--- src/rtl/regfile_wb_arbiter.sv ---
// Writeback arbiter for the scalar/vector register file: two buffered sources, round-robin grant,
// registered write port and a pending-write scoreboard. Optional stall counter: WB_STALL_CNT_EN.
module regfile_wb_arbiter #(
  parameter int DATA_W = 32,
  parameter int LANES  = 16,
  parameter int ADDR_W = 4
) (
  input  logic                      clk,
  input  logic                      rst,
  // Handshake: a source transfers on a posedge where src_valid && src_ready are both high;
  // src_ready depends only on internal state, never on src_valid.
  input  logic                      alu_valid,
  output logic                      alu_ready,
  input  logic [ADDR_W-1:0]         alu_addr,
  input  logic                      alu_vec,
  input  logic [LANES*DATA_W-1:0]   alu_data,
  input  logic                      mem_valid,
  output logic                      mem_ready,
  input  logic [ADDR_W-1:0]         mem_addr,
  input  logic                      mem_vec,
  input  logic [LANES*DATA_W-1:0]   mem_data,
  input  logic                      iss_valid,
  input  logic [ADDR_W-1:0]         iss_addr,
  input  logic                      iss_vec,
  input  logic [ADDR_W-1:0]         chk_addr1,
  input  logic [ADDR_W-1:0]         chk_addr2,
  input  logic                      chk_vec1,
  input  logic                      chk_vec2,
  output logic                      chk_busy1,
  output logic                      chk_busy2,
  output logic                      rf_we,
  output logic [ADDR_W-1:0]         rf_wa,
  output logic [LANES*DATA_W-1:0]   rf_wd,
  output logic                      rf_wsel,
  output logic                      err_pc_wr,
  output logic [15:0]               stall_cnt
);

  localparam int WD_W = LANES * DATA_W;
  localparam int NREG = 1 << ADDR_W;
  localparam logic [ADDR_W-1:0] PC_ADDR = {ADDR_W{1'b1}};

  logic              alu_full, mem_full;
  logic [ADDR_W-1:0] alu_addr_q, mem_addr_q;
  logic              alu_vec_q, mem_vec_q;
  logic [WD_W-1:0]   alu_data_q, mem_data_q;
  logic              ptr_mem;
  logic              gnt_alu, gnt_mem, gnt_any;
  logic [ADDR_W-1:0] g_addr;
  logic              g_vec, g_pc;
  logic [WD_W-1:0]   g_data, g_wd;
  logic [NREG-2:0]   sb_s;
  logic [NREG-1:0]   sb_v;
  logic [NREG-1:0]   sb_s_rd;

  // When both buffers hold data the source that did not win last time is served.
  assign gnt_alu = alu_full && (!mem_full || ptr_mem);
  assign gnt_mem = mem_full && (!alu_full || !ptr_mem);
  assign gnt_any = gnt_alu || gnt_mem;

  assign alu_ready = !alu_full || gnt_alu;
  assign mem_ready = !mem_full || gnt_mem;

  assign g_addr = gnt_alu ? alu_addr_q : mem_addr_q;
  assign g_vec  = gnt_alu ? alu_vec_q  : mem_vec_q;
  assign g_data = gnt_alu ? alu_data_q : mem_data_q;
  assign g_pc   = !g_vec && (g_addr == PC_ADDR);

  // Scalar writes carry only the top lane; the others are zeroed.
  always_comb begin
    g_wd = g_data;
    if (!g_vec) begin
      g_wd = '0;
      g_wd[WD_W-1 -: DATA_W] = g_data[WD_W-1 -: DATA_W];
    end
  end

  always_ff @(posedge clk or posedge rst) begin
    if (rst) begin
      alu_full   <= 1'b0;
      alu_addr_q <= '0;
      alu_vec_q  <= 1'b0;
      alu_data_q <= '0;
      mem_full   <= 1'b0;
      mem_addr_q <= '0;
      mem_vec_q  <= 1'b0;
      mem_data_q <= '0;
      ptr_mem    <= 1'b1;
    end else begin
      if (alu_valid && alu_ready) begin
        alu_full   <= 1'b1;
        alu_addr_q <= alu_addr;
        alu_vec_q  <= alu_vec;
        alu_data_q <= alu_data;
      end else if (gnt_alu) begin
        alu_full <= 1'b0;
      end
      if (mem_valid && mem_ready) begin
        mem_full   <= 1'b1;
        mem_addr_q <= mem_addr;
        mem_vec_q  <= mem_vec;
        mem_data_q <= mem_data;
      end else if (gnt_mem) begin
        mem_full <= 1'b0;
      end
      if (gnt_alu)
        ptr_mem <= 1'b0;
      else if (gnt_mem)
        ptr_mem <= 1'b1;
    end
  end

  always_ff @(posedge clk or posedge rst) begin
    if (rst) begin
      rf_we     <= 1'b0;
      rf_wa     <= '0;
      rf_wd     <= '0;
      rf_wsel   <= 1'b0;
      err_pc_wr <= 1'b0;
    end else begin
      rf_we <= gnt_any && !g_pc;
      if (gnt_any) begin
        rf_wa   <= g_addr;
        rf_wsel <= g_vec;
        rf_wd   <= g_wd;
      end
      if (gnt_any && g_pc)
        err_pc_wr <= 1'b1;
    end
  end

  // Clear is written first so a same-edge set on the same bit takes precedence.
  always_ff @(posedge clk or posedge rst) begin
    if (rst) begin
      sb_s <= '0;
      sb_v <= '0;
    end else begin
      if (rf_we) begin
        if (rf_wsel)
          sb_v[rf_wa] <= 1'b0;
        else if (rf_wa != PC_ADDR)
          sb_s[rf_wa] <= 1'b0;
      end
      if (iss_valid) begin
        if (iss_vec)
          sb_v[iss_addr] <= 1'b1;
        else if (iss_addr != PC_ADDR)
          sb_s[iss_addr] <= 1'b1;
      end
    end
  end

  assign sb_s_rd   = {1'b0, sb_s};
  assign chk_busy1 = chk_vec1 ? sb_v[chk_addr1] : sb_s_rd[chk_addr1];
  assign chk_busy2 = chk_vec2 ? sb_v[chk_addr2] : sb_s_rd[chk_addr2];

`ifdef WB_STALL_CNT_EN
  logic [15:0] stall_q;
  always_ff @(posedge clk or posedge rst) begin
    if (rst)
      stall_q <= '0;
    else if (((alu_full && !gnt_alu) || (mem_full && !gnt_mem)) && (stall_q != 16'hFFFF))
      stall_q <= stall_q + 16'd1;
  end
  assign stall_cnt = stall_q;
`else
  assign stall_cnt = '0;
`endif

endmodule

--- config.mk ---
export PLATFORM = sky130hd
export DESIGN_NAME = regfile_wb_arbiter
export DESIGN_NICKNAME = d
export VERILOG_FILES = /design/src/rtl/regfile_wb_arbiter.sv
export SDC_FILE = /design/constraint.sdc
export NUM_CORES = 2
export LEC_CHECK = 0
export CORE_AREA = 2 2 615 617
export DETAILED_ROUTE_END_ITERATION = 16
export DIE_AREA = 0 0 617 619
export SLEW_MARGIN = 20
export SYNTH_ARGS = -nofsm -noshare
export SYNTH_HDL_FRONTEND = slang
export SYNTH_SLANG_ARGS = --single-unit
export TNS_END_PERCENT = 5
--- constraint.sdc ---
create_clock -name clk -period 55.4 [get_ports clk]
set_clock_uncertainty 0.15 [all_clocks]
set_input_delay 11.08 -clock clk [delete_from_list [all_inputs] [get_ports clk]]
set_output_delay 11.08 -clock clk [all_outputs]
set_load 0.005 [all_outputs]
==> results.sh <==
export IMPL_area_growth_pct=42.4
export IMPL_die_x_um=617
export IMPL_fill_cells=38900
export IMPL_power_density_nw_per_um2=52.5
export IMPL_cts_max_path_buffers=4
export IMPL_synth_area_leader_cell="dfrtp_1"
export IMPL_nets=7248
export IMPL_synthFlopType="dfrtp_1"
export IMPL_port_buffers=1576
export IMPL_crit_arrival_ns=13.57
export IMPL_min_period_ns=24.80
export IMPL_p_sw_share_pct=36.3
export IMPL_ys_types=34
export IMPL_min_delay_start="err_pc_wr"
export IMPL_htreeDepth=4
export IMPL_worstSetupPathType="in -> out"
export IMPL_fin_crit_sh_pct=44.8
export IMPL_synth_area_per_cell_sq_um=13.9
export IMPL_p_leak_nw=37.9
export IMPL_holdWs_ns=0.317
export IMPL_grt_pass1_vias=47600
export IMPL_die_h_um=619
export IMPL_drv_cap=0
export IMPL_hp_class="reg -> reg"
export IMPL_netlist_instances=4705
export IMPL_drtAntennaViolNets=0
export IMPL_crit_start="chk_addr2[1]"
export IMPL_synthTopCellsByArea="dfrtp_1 61%, mux2_2 16%, mux2i_1 7.9%, o31ai_1 5.5%, nand2_1 3.0%"
export IMPL_gp_congestion=0.890
export IMPL_clkPwrFrac_pct=27.1
export IMPL_register_area_sq_um=39700
export IMPL_crit_path_end_kind="output port"
export IMPL_wl_mm=324
export IMPL_ioPinCount=1593
export IMPL_fp_row_count=225
export IMPL_clk_root_buffer_cell="clkbuf_16"
export IMPL_dp_hpwl_mm=259
export IMPL_fmax_mhz=40.3
export IMPL_yosysWarnings=0
export IMPL_via_per_inst=4.02
export IMPL_dp_cells=11000
export IMPL_cts_resized=0
export IMPL_r2r_slack_ns=49.04
export IMPL_dieArea_sq_um=382000
export IMPL_synthArstFlopShare_pct=100
export IMPL_grt_max_degree=222
export IMPL_antenna_found_initial=89
export IMPL_power_frac_seq_pct=37.4
export IMPL_cts_hold_buffers=0
export IMPL_clkSinkCount=1587
export IMPL_worst_pin_slew_ns=1.23
export IMPL_grt_overflow_total=0
export IMPL_outcome="finished, final reports clean"
export IMPL_ys_seq_area_share_pct=60.8
export IMPL_slew_violations=0
export IMPL_drt_first_iter_violations=2965
export IMPL_wl_per_cell_um=28.5
export IMPL_startpoint_type="primary input"
export IMPL_cts_setup_buffers=0
export IMPL_rsz0062_at_grt="false"
export IMPL_synth_area_sq_um=65300
export IMPL_p_int_mw=3.11
export IMPL_r2r_start="alu_full"
export IMPL_cts_made_buffers=191
export IMPL_slew_limit_headroom_pct=18.1
export IMPL_fin_setup_tns_ns=0
export IMPL_dr_total_vias=45700
export IMPL_path_clk_slew_ns=0.06
export IMPL_core_area_sq_um=375000
export IMPL_clk_insertion_delay_late_ns=0.88
export IMPL_required_ns=44.17
export IMPL_synth_edf_count=0
export IMPL_finalHoldViolCount=0
export IMPL_post_route_drc_count=0
export IMPL_p_sw_mw=1.77
export IMPL_drive_above_1_share_pct=21.0
export IMPL_final_cells=11400
export IMPL_peakVddDrop_mv=0.0362
export IMPL_first_pass_iters=5
export IMPL_multi_input_area_sq_um=23900
export IMPL_setup_viol=0
export IMPL_cts_tree="done"
export IMPL_path_max_fanout=10
export IMPL_start_util_pct=17.4
export IMPL_power_frac_comb_pct=35.6
export IMPL_placed_cell_area_sq_um=86300
export IMPL_finalPower_mw=4.88
export IMPL_synth_top_area_share_pct=60.8
export IMPL_grt_usage_pct=16.4
export IMPL_grt_pass1_wl_mm=431
export IMPL_ys_ff_latch=1587
export IMPL_final_cell_area_sq_um=92900
## cells in the final DEF, fill, tap and decap left out, types with 3 or more instances in the layout
master	instances
o21ai_0	66
buf_4	59
o221a_2	26
clkinv_8	3
mux2_2	906
conb_1	16
o31ai_1	480
nor2_1	18
nand2b_1	11
diode_2	37
or2_2	4
buf_12	9
clkinv_2	24
o211ai_1	4
clkinvlp_4	6
inv_6	5
nand2_1	519
bufinv_16	18
o2111ai_1	4
nand3b_1	6
mux2_1	130
clkbuf_1	40
mux4_2	12
clkdlybuf4s50_1	1576
clkinv_4	6
nand4_1	8
inv_8	3
o22ai_1	6
clkbuf_16	192
dfrtp_1	1586
inv_1	6
mux2i_1	517
nor2b_1	5
clkbuf_8	41
nand3_1	9
## metrics by stage
step                setup WS, ns  util, %
CTS                        30.54     24.8
detailed placement         30.56     23.0
global route               30.49     24.8
finish                     30.60     24.8
global placement           30.52     23.0
floorplan                  22.18        -
## critical path: stages
cell and delay (ns):
clkdlybuf4s50_1 0.87, mux4_2 0.60, mux2_2 0.28, nand3_1 0.10
nand4_1 0.15, clkdlybuf4s50_1 0.48
## layer usage
layer  track usage [%]  share of wire [%]  wire length (um)  vias to the layer above
met2              27.6                 48            157000                     1605
met4              5.64                3.7             11800                       44
met3              7.18                 10             33300                      433
met1              18.4                 38            122000                    23700
met5                 0              0.088               286                        -
li1                  -                  -                 -                    20000
## path summary, 6_finish.rpt
path | end | depth (start not counted)
min | err_pc_wr | 1
min in group asynchronous | rf_wd[383] | 3
max reg2reg | mem_data_q[357] | 10
max | chk_busy2 | 6
min reg2reg | err_pc_wr | 1
max in group asynchronous | rf_wd[56] | 9
## kinds of logic (layout without fill, tap and decap cells)
kind of cell,after synthesis,count (layout),share of synthesized area (%)
DFF,1587,1587,60.8
muxes,1566,1566,26.2
AOI/OAI and AO/OA,592,592,6.70
and+or+nand+nor,586,586,3.54
buffers and inverters,373,1995,2.67
other,1,53,0.00575
## state kept, by name, indices dropped and copies added, names as in the netlist, 4 cells and up
register / flops
alu_addr_q: 4
mem_data_q: 512
alu_data_q: 512
sb_s: 15
rf_wa: 4
sb_v: 16
rf_wd: 512
mem_addr_q: 4
## power groups by stage
| stage | Combinational (mW) | Sequential (mW) | Clock (mW) |
|---|---|---|---|
| after floorplan | 0.706 | 1.78 | 0 |
| after global placement | 1.78 | 1.83 | 0 |
| after detailed placement | 1.79 | 1.85 | 0 |
| after CTS | 1.79 | 1.83 | 1.36 |
| after global routing | 1.86 | 1.88 | 1.40 |
| final | 1.74 | 1.82 | 1.32 |
## layout make-up
type	count	share of cell area [%]
sequential	1587	42.7
multi-input combinational	2760	25.7
timing repair buffer	1646	17.7
tap	4994	6.72
clock buffer	273	5.94
clock inverter	68	1.05
antenna	37	0.0996
inverter	8	0.0364
## cells in the mapped netlist, types with 5 or more instances
master,count
nand2b_1,11
o21ai_0,66
nor2b_1,5
mux2_2,906
nand4_1,8
o22ai_1,6
mux4_2,12
o31ai_1,480
nor2_1,19
nand3b_1,6
inv_1,7
nand3_1,9
buf_2,219
mux2_1,130
dfrtp_1,1586
clkbuf_1,126
nand2_1,521
o221a_2,26
mux2i_1,518
buf_4,17
No activity file was read; power rests on OpenSTA's default activity.
